## src/rtl/uart_pkg.sv

```systemverilog
// Shared UART definitions: scheduler state encoding, default guard/watchdog
// timing and the bit period used by the transmitter.
package uart_pkg;

  typedef enum logic [2:0] {
    S_IDLE      = 3'd0,
    S_SETUP     = 3'd1,
    S_LAUNCH    = 3'd2,
    S_WAIT_DONE = 3'd3,
    S_HOLD      = 3'd4
  } state_t;

  localparam int CLKS_PER_BIT     = 87;
  localparam int DEF_SETUP_CLKS   = 2;
  localparam int DEF_HOLD_CLKS    = 4;
  localparam int DEF_TIMEOUT_CLKS = 1024;

  // Round-robin successor of a requester index, wrapping at n.
  function automatic logic [2:0] rr_next(input logic [2:0] idx, input int n);
    return (int'(idx) + 1 >= n) ? 3'd0 : idx + 3'd1;
  endfunction

endpackage

```

## src/rtl/uart_tx_scheduler_if.sv

```systemverilog
// Bundle between byte requesters, the scheduler, the shared transmitter and
// the half-duplex line; master is the scheduler side.
interface uart_tx_scheduler_if #(
  parameter int NUM_REQ = 4
);
  logic [NUM_REQ-1:0]   req;
  logic [8*NUM_REQ-1:0] req_byte;
  logic [NUM_REQ-1:0]   ack;
  logic [2:0]           grant_idx;
  logic                 busy;
  logic                 tx_dv;
  logic [7:0]           tx_byte;
  logic                 tx_active;
  logic                 tx_done;
  logic                 rx_busy;
  logic                 tx_en;
  logic                 collision;
  logic                 timeout;

  modport master (
    input  req, req_byte, tx_active, tx_done, rx_busy,
    output ack, grant_idx, busy, tx_dv, tx_byte, tx_en, collision, timeout
  );

  modport slave (
    output req, req_byte, tx_active, tx_done, rx_busy,
    input  ack, grant_idx, busy, tx_dv, tx_byte, tx_en, collision, timeout
  );
endinterface

```

## src/rtl/rr_arbiter_comb.sv

```systemverilog
// Combinational round-robin pick: first set request at or above ptr, wrapping.
module rr_arbiter_comb #(
  parameter int NUM_REQ = 4
) (
  input  logic [NUM_REQ-1:0] req,
  input  logic [2:0]         ptr,
  output logic [NUM_REQ-1:0] gnt,
  output logic [2:0]         idx,
  output logic               valid
);
  int k;

  always_comb begin
    // NOTE: every output of a combinational block gets a default first, so
    // no path through the loop can leave a value held (which infers a latch).
    gnt   = '0;
    idx   = '0;
    valid = 1'b0;
    k     = 0;
    for (int i = 0; i < NUM_REQ; i++) begin
      k = int'(ptr) + i;
      if (k >= NUM_REQ) k = k - NUM_REQ;
      if (!valid && req[k]) begin
        valid  = 1'b1;
        gnt[k] = 1'b1;
        idx    = 3'(k);
      end
    end
  end
endmodule

```

## src/rtl/uart_tx_scheduler.sv

```systemverilog
// Round-robin scheduler sharing one UART transmitter between NUM_REQ byte
// sources, with line-driver guard times and receiver-ownership blocking.
module uart_tx_scheduler
  import uart_pkg::*;
#(
  parameter int NUM_REQ      = 4,
  parameter int SETUP_CLKS   = DEF_SETUP_CLKS,
  parameter int HOLD_CLKS    = DEF_HOLD_CLKS,
  parameter int TIMEOUT_CLKS = DEF_TIMEOUT_CLKS
) (
  input logic                 i_Clock,
  input logic                 i_Reset,
  uart_tx_scheduler_if.master bus
);
  localparam int SW = $clog2(SETUP_CLKS + 1);
  localparam int HW = $clog2(HOLD_CLKS + 1);
  localparam int WW = $clog2(TIMEOUT_CLKS + 1);

  state_t             state_q, state_d;
  logic [2:0]         ptr_q, ptr_d;
  logic [SW-1:0]      setup_cnt_q, setup_cnt_d;
  logic [HW-1:0]      hold_cnt_q, hold_cnt_d;
  logic [WW-1:0]      wd_q, wd_d;
  logic [NUM_REQ-1:0] arb_gnt, ack_q, ack_d;
  logic [2:0]         arb_idx, grant_idx_q, grant_idx_d;
  logic [7:0]         tx_byte_q, tx_byte_d;
  logic               arb_valid, grant_ok, setup_end, hold_end, wd_end;
  logic               busy_q, busy_d, tx_dv_q, tx_dv_d, tx_en_q, tx_en_d;
  logic               coll_q, coll_d, overlap_q, overlap_d, timeout_q, timeout_d;

  rr_arbiter_comb #(.NUM_REQ(NUM_REQ)) u_arb (
    .req   (bus.req),
    .ptr   (ptr_q),
    .gnt   (arb_gnt),
    .idx   (arb_idx),
    .valid (arb_valid)
  );

  // The transmitter has no reset, so never launch while it is still busy.
  assign grant_ok  = arb_valid & ~bus.rx_busy & ~bus.tx_active & ~bus.tx_done;
  assign setup_end = (setup_cnt_q == SW'(SETUP_CLKS - 1));
  assign hold_end  = (hold_cnt_q >= HW'(HOLD_CLKS - 1));
  assign wd_end    = (wd_q == WW'(TIMEOUT_CLKS - 1));

  always_ff @(posedge i_Clock) begin
    // NOTE: sequential state uses non-blocking assignments so every register
    // samples the pre-edge values regardless of statement order.
    if (i_Reset) begin
      state_q     <= S_IDLE;
      ptr_q       <= '0;
      setup_cnt_q <= '0;
      hold_cnt_q  <= '0;
      wd_q        <= '0;
      ack_q       <= '0;
      grant_idx_q <= '0;
      tx_byte_q   <= '0;
      busy_q      <= 1'b0;
      tx_dv_q     <= 1'b0;
      tx_en_q     <= 1'b0;
      coll_q      <= 1'b0;
      overlap_q   <= 1'b0;
      timeout_q   <= 1'b0;
    end else begin
      state_q     <= state_d;
      ptr_q       <= ptr_d;
      setup_cnt_q <= setup_cnt_d;
      hold_cnt_q  <= hold_cnt_d;
      wd_q        <= wd_d;
      ack_q       <= ack_d;
      grant_idx_q <= grant_idx_d;
      tx_byte_q   <= tx_byte_d;
      busy_q      <= busy_d;
      tx_dv_q     <= tx_dv_d;
      tx_en_q     <= tx_en_d;
      coll_q      <= coll_d;
      overlap_q   <= overlap_d;
      timeout_q   <= timeout_d;
    end
  end

  always_comb begin
    state_d     = state_q;
    ptr_d       = ptr_q;
    setup_cnt_d = (state_q == S_SETUP) ? setup_cnt_q + 1'b1 : '0;
    // The first done cycle already counts toward the hold time.
    hold_cnt_d  = (state_q == S_HOLD) ? hold_cnt_q + 1'b1 : HW'(1);
    wd_d        = (state_q == S_WAIT_DONE) ? wd_q + 1'b1 : '0;
    unique case (state_q)
      S_IDLE: if (grant_ok) begin
        state_d = S_SETUP;
        ptr_d   = rr_next(arb_idx, NUM_REQ);
      end
      S_SETUP:     if (setup_end) state_d = S_LAUNCH;
      S_LAUNCH:    state_d = S_WAIT_DONE;
      S_WAIT_DONE: if (bus.tx_done) state_d = S_HOLD;
                   else if (wd_end) state_d = S_IDLE;
      S_HOLD:      if (hold_end) state_d = S_IDLE;
      default:     state_d = S_IDLE;
    endcase
  end

  always_comb begin
    ack_d       = '0;
    grant_idx_d = grant_idx_q;
    tx_byte_d   = tx_byte_q;
    tx_en_d     = tx_en_q;
    timeout_d   = 1'b0;
    tx_dv_d     = (state_q == S_LAUNCH);
    busy_d      = (state_d != S_IDLE);
    overlap_d   = bus.rx_busy & tx_en_q;
    coll_d      = overlap_d & ~overlap_q;
    if (state_q == S_IDLE && grant_ok) begin
      ack_d       = arb_gnt;
      grant_idx_d = arb_idx;
      tx_en_d     = 1'b1;
      for (int k = 0; k < NUM_REQ; k++)
        if (arb_gnt[k]) tx_byte_d = bus.req_byte[8*k +: 8];
    end
    if (state_q == S_WAIT_DONE && !bus.tx_done && wd_end) begin
      timeout_d = 1'b1;
      tx_en_d   = 1'b0;
    end
    if (state_q == S_HOLD && hold_end) tx_en_d = 1'b0;
  end

  assign bus.ack       = ack_q;
  assign bus.grant_idx = grant_idx_q;
  assign bus.busy      = busy_q;
  assign bus.tx_dv     = tx_dv_q;
  assign bus.tx_byte   = tx_byte_q;
  assign bus.tx_en     = tx_en_q;
  assign bus.collision = coll_q;
  assign bus.timeout   = timeout_q;
endmodule
```

## src/flat_wrapper.sv

```systemverilog
// flat-port wrapper written by rule: the top's interface ports become plain ports
module uart_tx_scheduler_flat import uart_pkg::*;
#(
  parameter int NUM_REQ      = 4,
  parameter int SETUP_CLKS   = DEF_SETUP_CLKS,
  parameter int HOLD_CLKS    = DEF_HOLD_CLKS,
  parameter int TIMEOUT_CLKS = DEF_TIMEOUT_CLKS
)
  (i_Clock, i_Reset, bus_req, bus_req_byte, bus_tx_active, bus_tx_done, bus_rx_busy, bus_ack, bus_grant_idx, bus_busy, bus_tx_dv, bus_tx_byte, bus_tx_en, bus_collision, bus_timeout);
  uart_tx_scheduler_if #(.NUM_REQ(NUM_REQ)) bus_i ();
  input logic i_Clock;
  input logic i_Reset;
  input wire logic [$bits(bus_i.req)-1:0] bus_req;
  input wire logic [$bits(bus_i.req_byte)-1:0] bus_req_byte;
  input wire logic [$bits(bus_i.tx_active)-1:0] bus_tx_active;
  input wire logic [$bits(bus_i.tx_done)-1:0] bus_tx_done;
  input wire logic [$bits(bus_i.rx_busy)-1:0] bus_rx_busy;
  output wire logic [$bits(bus_i.ack)-1:0] bus_ack;
  output wire logic [$bits(bus_i.grant_idx)-1:0] bus_grant_idx;
  output wire logic [$bits(bus_i.busy)-1:0] bus_busy;
  output wire logic [$bits(bus_i.tx_dv)-1:0] bus_tx_dv;
  output wire logic [$bits(bus_i.tx_byte)-1:0] bus_tx_byte;
  output wire logic [$bits(bus_i.tx_en)-1:0] bus_tx_en;
  output wire logic [$bits(bus_i.collision)-1:0] bus_collision;
  output wire logic [$bits(bus_i.timeout)-1:0] bus_timeout;
  assign bus_i.req = bus_req;
  assign bus_i.req_byte = bus_req_byte;
  assign bus_i.tx_active = bus_tx_active;
  assign bus_i.tx_done = bus_tx_done;
  assign bus_i.rx_busy = bus_rx_busy;
  assign bus_ack = bus_i.ack;
  assign bus_grant_idx = bus_i.grant_idx;
  assign bus_busy = bus_i.busy;
  assign bus_tx_dv = bus_i.tx_dv;
  assign bus_tx_byte = bus_i.tx_byte;
  assign bus_tx_en = bus_i.tx_en;
  assign bus_collision = bus_i.collision;
  assign bus_timeout = bus_i.timeout;
  uart_tx_scheduler #(.NUM_REQ(NUM_REQ), .SETUP_CLKS(SETUP_CLKS), .HOLD_CLKS(HOLD_CLKS), .TIMEOUT_CLKS(TIMEOUT_CLKS)) u_core (.i_Clock(i_Clock), .i_Reset(i_Reset), .bus(bus_i));
endmodule
```

## config.mk

```make
export PLATFORM = sky130hd
export DESIGN_NAME = uart_tx_scheduler_flat
export DESIGN_NICKNAME = d
export VERILOG_FILES = /design/src/rtl/uart_pkg.sv /design/src/rtl/uart_tx_scheduler_if.sv /design/src/rtl/rr_arbiter_comb.sv /design/src/rtl/uart_tx_scheduler.sv /design/src/flat_wrapper.sv
export SDC_FILE = /design/constraint.sdc
export NUM_CORES = 1
export LEC_CHECK = 0
export CAP_MARGIN = 15
export CORE_ASPECT_RATIO = 0.8
export CORE_UTILIZATION = 49
export DETAILED_ROUTE_END_ITERATION = 8
export PLACE_DENSITY_LB_ADDON = 0.1
export SLEW_MARGIN = 20
export SYNTH_ARGS = -nofsm -noshare
export SYNTH_HDL_FRONTEND = slang
export SYNTH_SLANG_ARGS = --single-unit
```

## constraint.sdc

```tcl
create_clock -name i_Clock -period 4.1 [get_ports i_Clock]
set_input_delay 0.82 -clock i_Clock [delete_from_list [all_inputs] [get_ports i_Clock]]
set_output_delay 0.82 -clock i_Clock [all_outputs]
set_load 0.02 [all_outputs]
```

After elaboration in Yosys (flattened, before gate mapping)

Index checks and enable logic that the tools add are counted.

Input bits: 41
Word-level logic and storage cells: 137
Register bits: 43

Mux-type cells: 49
Equal/unequal tests: 6
Magnitude comparators: 14
Bitwise operators: 16
Add/sub/neg operators: 12
Reductions and logical operators: 25

Operators by type and width:

| operator                                                                | number |
|---|---|
| 32-bit by 1-bit >= comparator with 1-bit output (second input constant) | 4 |
| 32-bit by 4-bit < comparator with 1-bit output (second input constant)  | 4 |
| 32-bit two-way mux                                                      | 4 |
| 32-bit by 4-bit >= comparator with 1-bit output (second input constant) | 1 |
| 8-bit two-way mux                                                       | 4 |
| 3-bit two-way mux                                                       | 10 |
| 1-bit two-way mux                                                       | 18 |
| 4-bit two-way mux                                                       | 4 |
| 3-bit one-hot mux with 5 select lines                                   | 1 |
| 4-bit by 3-bit subtractor with 5-bit output (second input constant)     | 3 |
| 4-bit by 3-bit >= comparator with 1-bit output (second input constant)  | 3 |
| 4-bit OR                                                                | 3 |
| 11-bit by 1-bit adder with 11-bit output (second input constant)        | 1 |
| 11-bit by 10-bit == test with 1-bit output (second input constant)      | 1 |
| 1-bit logical AND                                                       | 11 |
| 3-bit by 1-bit adder with 4-bit output (second input constant)          | 2 |
| 3-bit by 2-bit adder with 4-bit output (second input constant)          | 2 |
| 1-bit binary-select mux with 2-bit select                               | 4 |
| 1-bit demux with 2-bit select                                           | 4 |
| 1-bit inverter                                                          | 8 |
| 2-bit OR reduction                                                      | 4 |
| 3-bit by 1-bit adder with 3-bit output (second input constant)          | 2 |
| 3-bit by 2-bit == test with 1-bit output (second input constant)        | 2 |
| 1-bit bitwise AND                                                       | 5 |
| other kinds (13)                                                        | 17 |

Logic depth before layout (Yosys ltp)

Depth after elaboration: 21
Gate-level depth with buffers: 13
Gate-level depth less buffers: 11

By module

From an unflattened synthesis, not the netlist that was laid out.

Cell total of the unflattened synthesis: 263
Area, all modules: 2409.8 µm²

Modules (own cells, without submodules):

| module            | instances | cells each | area an instance (µm²) |
|---|---|---|---|
| uart_tx_scheduler | 1         | 211        | 1938.1 |
| rr_arbiter_comb   | 1         | 52         | 471.7 |

Worst setup path after synthesis

Ideal clock, no wire load.

Kind: reg2reg
From: register u_core.ptr_q[0]
To: register u_core.tx_byte_q[5] (netlist: u_core.bus.tx_byte[5])
Period minus slack after synthesis: 3.281 ns
Setup slack: 0.819 ns
Path buffers: 4
Arrival: 3.193 ns
Stages on the path, launching flop included: 13
Cell sequence: dfxtp_1 buf_4 inv_1 ha_1 mux4_2 buf_6 and3b_1 a311o_1 a31oi_2 buf_6 a41oi_4 buf_4 a311oi_2

Word-level cells in the longest chain between the ends: 20
Elaborated cells between the ends (all ways): 73
Classes of those cells: 7 x add/sub; 12 x order compare; 35 x mux; 6 x bitwise; 13 x reduce/logical

Ends and longest elaborated chain:

| element                                                                                                  | line                    | RTL |
|---|---|---|
| start, declared                                                                                          | uart_tx_scheduler.sv:20 | `logic [2:0] ptr_q, ptr_d;` |
| start signal, assigned                                                                                   | uart_tx_scheduler.sv:65 | `ptr_q <= ptr_d;` |
| parallel branches: the longest is 20 deep, another holds 32-bit by 1-bit >= comparator with 1-bit output | --                      |  |
| end signal, assigned                                                                                     | uart_tx_scheduler.sv:71 | `tx_byte_q <= tx_byte_d;` |
| end, declared                                                                                            | uart_tx_scheduler.sv:26 | `logic [7:0] tx_byte_q, tx_byte_d;` |

Parallel ways; which one is timed is not known. The select of a mux whose other input is x is not followed.
A chain may end at the register's enable or synchronous reset.

Worst setup path after layout

From: input port bus_req[3]
To: register u_core.tx_byte_q[0] (netlist: u_core.bus.tx_byte[0])

Word-level cells in the longest chain between the ends: 18
Elaborated cells between the ends (all ways): 38
Classes of those cells: 23 x mux; 6 x bitwise; 9 x reduce/logical

Ends and longest elaborated chain:

| element                                               | line                     | RTL |
|---|---|---|
| start, declared                                       | flat_wrapper.sv:13       | `input wire logic [$bits(bus_i.req)-1:0] bus_req;` |
| 1-bit binary-select mux with 2-bit select             | rr_arbiter_comb.sv:23    | `if (!valid && req[k]) begin` |
| 1-bit two-way mux (implied by the code) (2 in series) | rr_arbiter_comb.sv:23    |  |
| 1-bit two-way mux                                     | rr_arbiter_comb.sv:23    |  |
| 1-bit logical NOT                                     | rr_arbiter_comb.sv:23    |  |
| 1-bit logical AND                                     | rr_arbiter_comb.sv:23    |  |
| 1-bit two-way mux                                     | rr_arbiter_comb.sv:23    |  |
| 1-bit logical NOT                                     | rr_arbiter_comb.sv:23    |  |
| 1-bit logical AND                                     | rr_arbiter_comb.sv:23    |  |
| 1-bit two-way mux                                     | rr_arbiter_comb.sv:23    |  |
| 1-bit logical NOT                                     | rr_arbiter_comb.sv:23    |  |
| 1-bit logical AND                                     | rr_arbiter_comb.sv:23    |  |
| 1-bit two-way mux                                     | rr_arbiter_comb.sv:23    |  |
| 1-bit bitwise AND (3 in series)                       | uart_tx_scheduler.sv:40  | `assign grant_ok = arb_valid & ~bus.rx_busy & ~bus.tx_active & ~bus.tx_done;` |
| 1-bit logical AND                                     | uart_tx_scheduler.sv:112 | `if (state_q == S_IDLE && grant_ok) begin` |
| 2-bit AND reduction (no source line)                  | --                       |  |

Several ways; a longest one is shown, not always the timed one. The select of a mux whose other input is x is not followed.

==> flow_metrics.py <==
metrics = {
    "status": {
        "status": "finished, final reports clean",
    },
    "timing": {
        "worst_slew_pin_slew_ps": 536,
        "hold_viol": 0,
        "fin_tns_setup_ps": 0,
        "finalWorstSetupSlack_ps": 660,
        "period_needed_ps": 3440,
        "timing.hold.ws_ps": 389,
        "setup_viol": 0,
        "fin_skew_ps": 11.2,
        "rsz0062_at_grt": "no",
        "fmax_mhz": 291,
        "finalCritPeriodShare": 0.839,
        "slew_violations": 0,
        "slew_headroom": 0.642,
    },
    "logic_synthesis": {
        "yosys.area_share.simple": 0.220,
        "synth_compound_area_frac": 0.209,
        "async_flop_share": 0,
        "syn_avg_cell_area_um2": 9.16,
        "synth_area_mm2": 0.00247,
        "synth_cells": 270,
        "synth_ff_type": "dfxtp_1",
        "synthAdderAreaFrac": 0.0607,
        "ys_types": 51,
        "syn_nets": 323,
        "synth_edf_count": 0,
        "synth_seq_area_share": 0.348,
        "synth-seq-cells": 43,
        "synth_xor_xnor_area_share": 0.0319,
        "synth.area.mux_share": 0.0840,
        "yosysWarnings": 0,
        "synth_top_family_by_area": "simple AND/OR/NAND/NOR gates",
    },
    "run": {
        "maxCapViolCount": 0,
    },
    "final_layout": {
        "stdcell_area_mm2": 0.00322,
        "layout.nets": 384,
        "multi_input_area_mm2": 0.00150,
        "fillerInstances": 391,
        "drive_gt1_frac": 0.108,
        "syn2layout_area_growth_pct": 30.2,
        "layout.area.seq_um2": 861,
        "antenna_cells": 0,
    },
    "place": {
        "hpwl_mm": 4.09,
        "place_ws_ps": 374,
        "place_congestion": 0.835,
        "portBuffers": 60,
        "placed_area_mm2": 0.00313,
    },
    "detailed_routing": {
        "wl_mm": 5.40,
        "wl_per_cell_um": 13.8,
        "route.detailed.drc": 0,
        "vias_per_cell": 5.57,
        "dr.pass1.iters": 4,
        "drt_iter0_drc": 77,
        "vias": 2185,
        "ant_nets": 0,
    },
    "pwr": {
        "p_seq_frac": 0.452,
        "internal_power_uw": 675,
        "ir_drop_mv": 0.197,
        "p_comb_frac": 0.265,
        "power_uw": 966,
        "switching_share": 0.301,
        "power.leakage_nw": 1.16,
        "p_sw_uw": 290,
        "clkPwrFrac": 0.284,
        "powerDensity_mw_per_mm2": 300,
    },
    "worst_setup_path": {
        "worst-path-max-fanout": 15,
        "cp.arrival_ps": 3650,
        "startpoint_type": "input pin",
        "end_kind": "flop",
        "crit_slowest_cell": "mux4_2",
        "worstPathCellList": "clkdlybuf4s50_1 -> mux4_2 -> and2_1 -> a311o_1 -> a31oi_2 -> buf_4 -> mux2i_1 -> a211o_1 -> a311oi_2",
        "max_stage_delay_ps": 670,
        "critPathRequiredTime_ps": 4310,
        "path_class": "in -> reg",
    },
    "floorplan": {
        "die_area_mm2": 0.00534,
        "initial_core_util": 0.526,
        "die_w_um": 81.4,
        "row_count": 22,
        "die-height_um": 65.6,
        "io_pins": 61,
        "core_mm2": 0.00471,
    },
    "cts": {
        "cts_tree": "built",
        "htreeDepth": 2,
        "cts_made_buffers": 5,
        "clkTransAtPathRegs_ps": 90,
        "post_cts_resized": 0,
        "cts_hold_buffers": 0,
        "clock_tree.root_cell": "clkbuf_8",
        "cts.sinks": 43,
        "post_cts_buffers": 0,
        "clock_path_buffers": 2,
        "insertion_delay_ps": 300,
    },
    "global_routing": {
        "grt_max_degree": 31,
        "grt.overflow.total": 0,
        "antenna_found_initial": 0,
        "grt_pass1_wl_mm": 9.15,
        "grt.total_usage": 0.220,
        "grt_pass1_vias": 1988,
    },
    "hold_path": {
        "hold_class": "reg -> reg",
    },
}
==> synthesized netlist by cell type (all sizes together) (3+ instances only) <==
library cell	n	area, um^2
a211o	8	70.1
a211oi	5	37.5
a21oi	10	50.1
a311oi	8	120
a31oi	5	43.8
and3	3	18.8
buf	6	47.5
clkbuf	7	26.3
dfxtp	43	861
ha	12	150
inv	11	41.3
mux2	3	33.8
mux2i	8	80.1
mux4	4	93.8
nand2	20	75.1
nand2b	5	31.3
nand3	3	15.0
nand3b	3	22.5
nand4	4	25.0
nor2	49	184
nor2b	3	18.8
nor3	3	15.0
nor4	5	37.5
o21ai	5	25.0
xnor2	5	43.8
xor2	4	35.0
==> power by group through the flow <==
stage	Sequential [mW]	Clock [mW]	Combinational (mW)
final	0.436	0.274	0.256
after CTS	0.436	0.281	0.256
after detailed placement	0.446	0	0.254
after global routing	0.438	0.304	0.278
after global placement	0.446	0	0.250
after floorplan	0.457	0	0.156
==> critical path, delay by kind of cell <==
family	cells	cell delay [ps]
buffers and inverters	2	770
multiplexers	2	790
AO/OA/AOI/OAI	4	1050
AND/OR/NAND/NOR	1	210
==> placed cells by master (no fill, tap or decap), types with 4 or more instances in the layout <==
cell type / count
xnor2_1: 5
o21ai_0: 5
xor2_1: 4
a311oi_2: 8
clkbuf_8: 5
nor2_1: 49
clkdlybuf4s50_1: 60
nand4_1: 4
a211oi_1: 5
buf_4: 7
ha_1: 12
nand2b_1: 5
dfxtp_1: 43
nor4_1: 4
inv_1: 11
a211o_1: 8
nand2_1: 20
mux2i_1: 8
a21oi_1: 10
==> per-stage QoR <==
step / std cells / util
2_1_floorplan: 270 / -
3_3_place_gp: 384 / 0.665
3_5_place_dp: 384 / 0.665
4_1_cts: 392 / 0.684
5_1_grt: 392 / 0.684
6_report: 392 / 0.684
==> per-layer routing <==
layer / track usage / wire (um) / vias to the layer above
li1: - / - / 1103
met1: 0.298 / 2550 / 1006
met2: 0.349 / 2510 / 72
met3: 0.0528 / 319 / 4
met4: 0.0491 / 30 / 0
met5: 0 / 0 / -
==> cells by family after synthesis <==
logic type | Yosys count
xor+xnor | 9
mux | 15
buf+inv | 24
flops | 43
fa+ha+maj | 12
compound gates | 58
simple gates | 109
==> registers in the layout, summed over array words and instances, names as in the netlist <==
| register | count |
|---|---|
| u_core.ptr_q | 3 |
| u_core.state_q | 3 |
| u_core.bus.tx_byte | 8 |
| u_core.bus.tx_dv | 1 |
| u_core.bus.collision | 1 |
| u_core.setup_cnt_q | 2 |
| u_core.bus.busy | 1 |
| u_core.bus.timeout | 1 |
| u_core.bus.grant_idx | 3 |
| u_core.hold_cnt_q | 3 |
| u_core.bus.tx_en | 1 |
| u_core.overlap_q | 1 |
| u_core.bus.ack | 4 |
| u_core.wd_q | 11 |
==> path summary, 6_finish.rpt <==
check / start / endpoint / slack, ps / depth (start not counted)
hold / removal: u_core.overlap_q$_SDFF_PP0_ / u_core.bus.collision$_SDFF_PP0_ / 390 / 1
hold reg to reg: u_core.overlap_q$_SDFF_PP0_ / u_core.bus.collision$_SDFF_PP0_ / 390 / 1
setup reg to reg: u_core.ptr_q[0]$_SDFFE_PP0P_ / u_core.bus.tx_byte[0]$_SDFFE_PP0P_ / 880 / 10
setup / recovery: bus_req[3] / u_core.bus.tx_byte[0]$_SDFFE_PP0P_ / 660 / 9
==> final cells by class <==
class,instances,share of cell area
multi-input combinational,203,0.465
tap,60,0.0233
clock inverter,3,0.00738
clock buffer,5,0.0214
sequential,43,0.267
timing repair buffer,67,0.203
inverter,11,0.0128
Note: power is estimated with default switching activity, not from simulation.
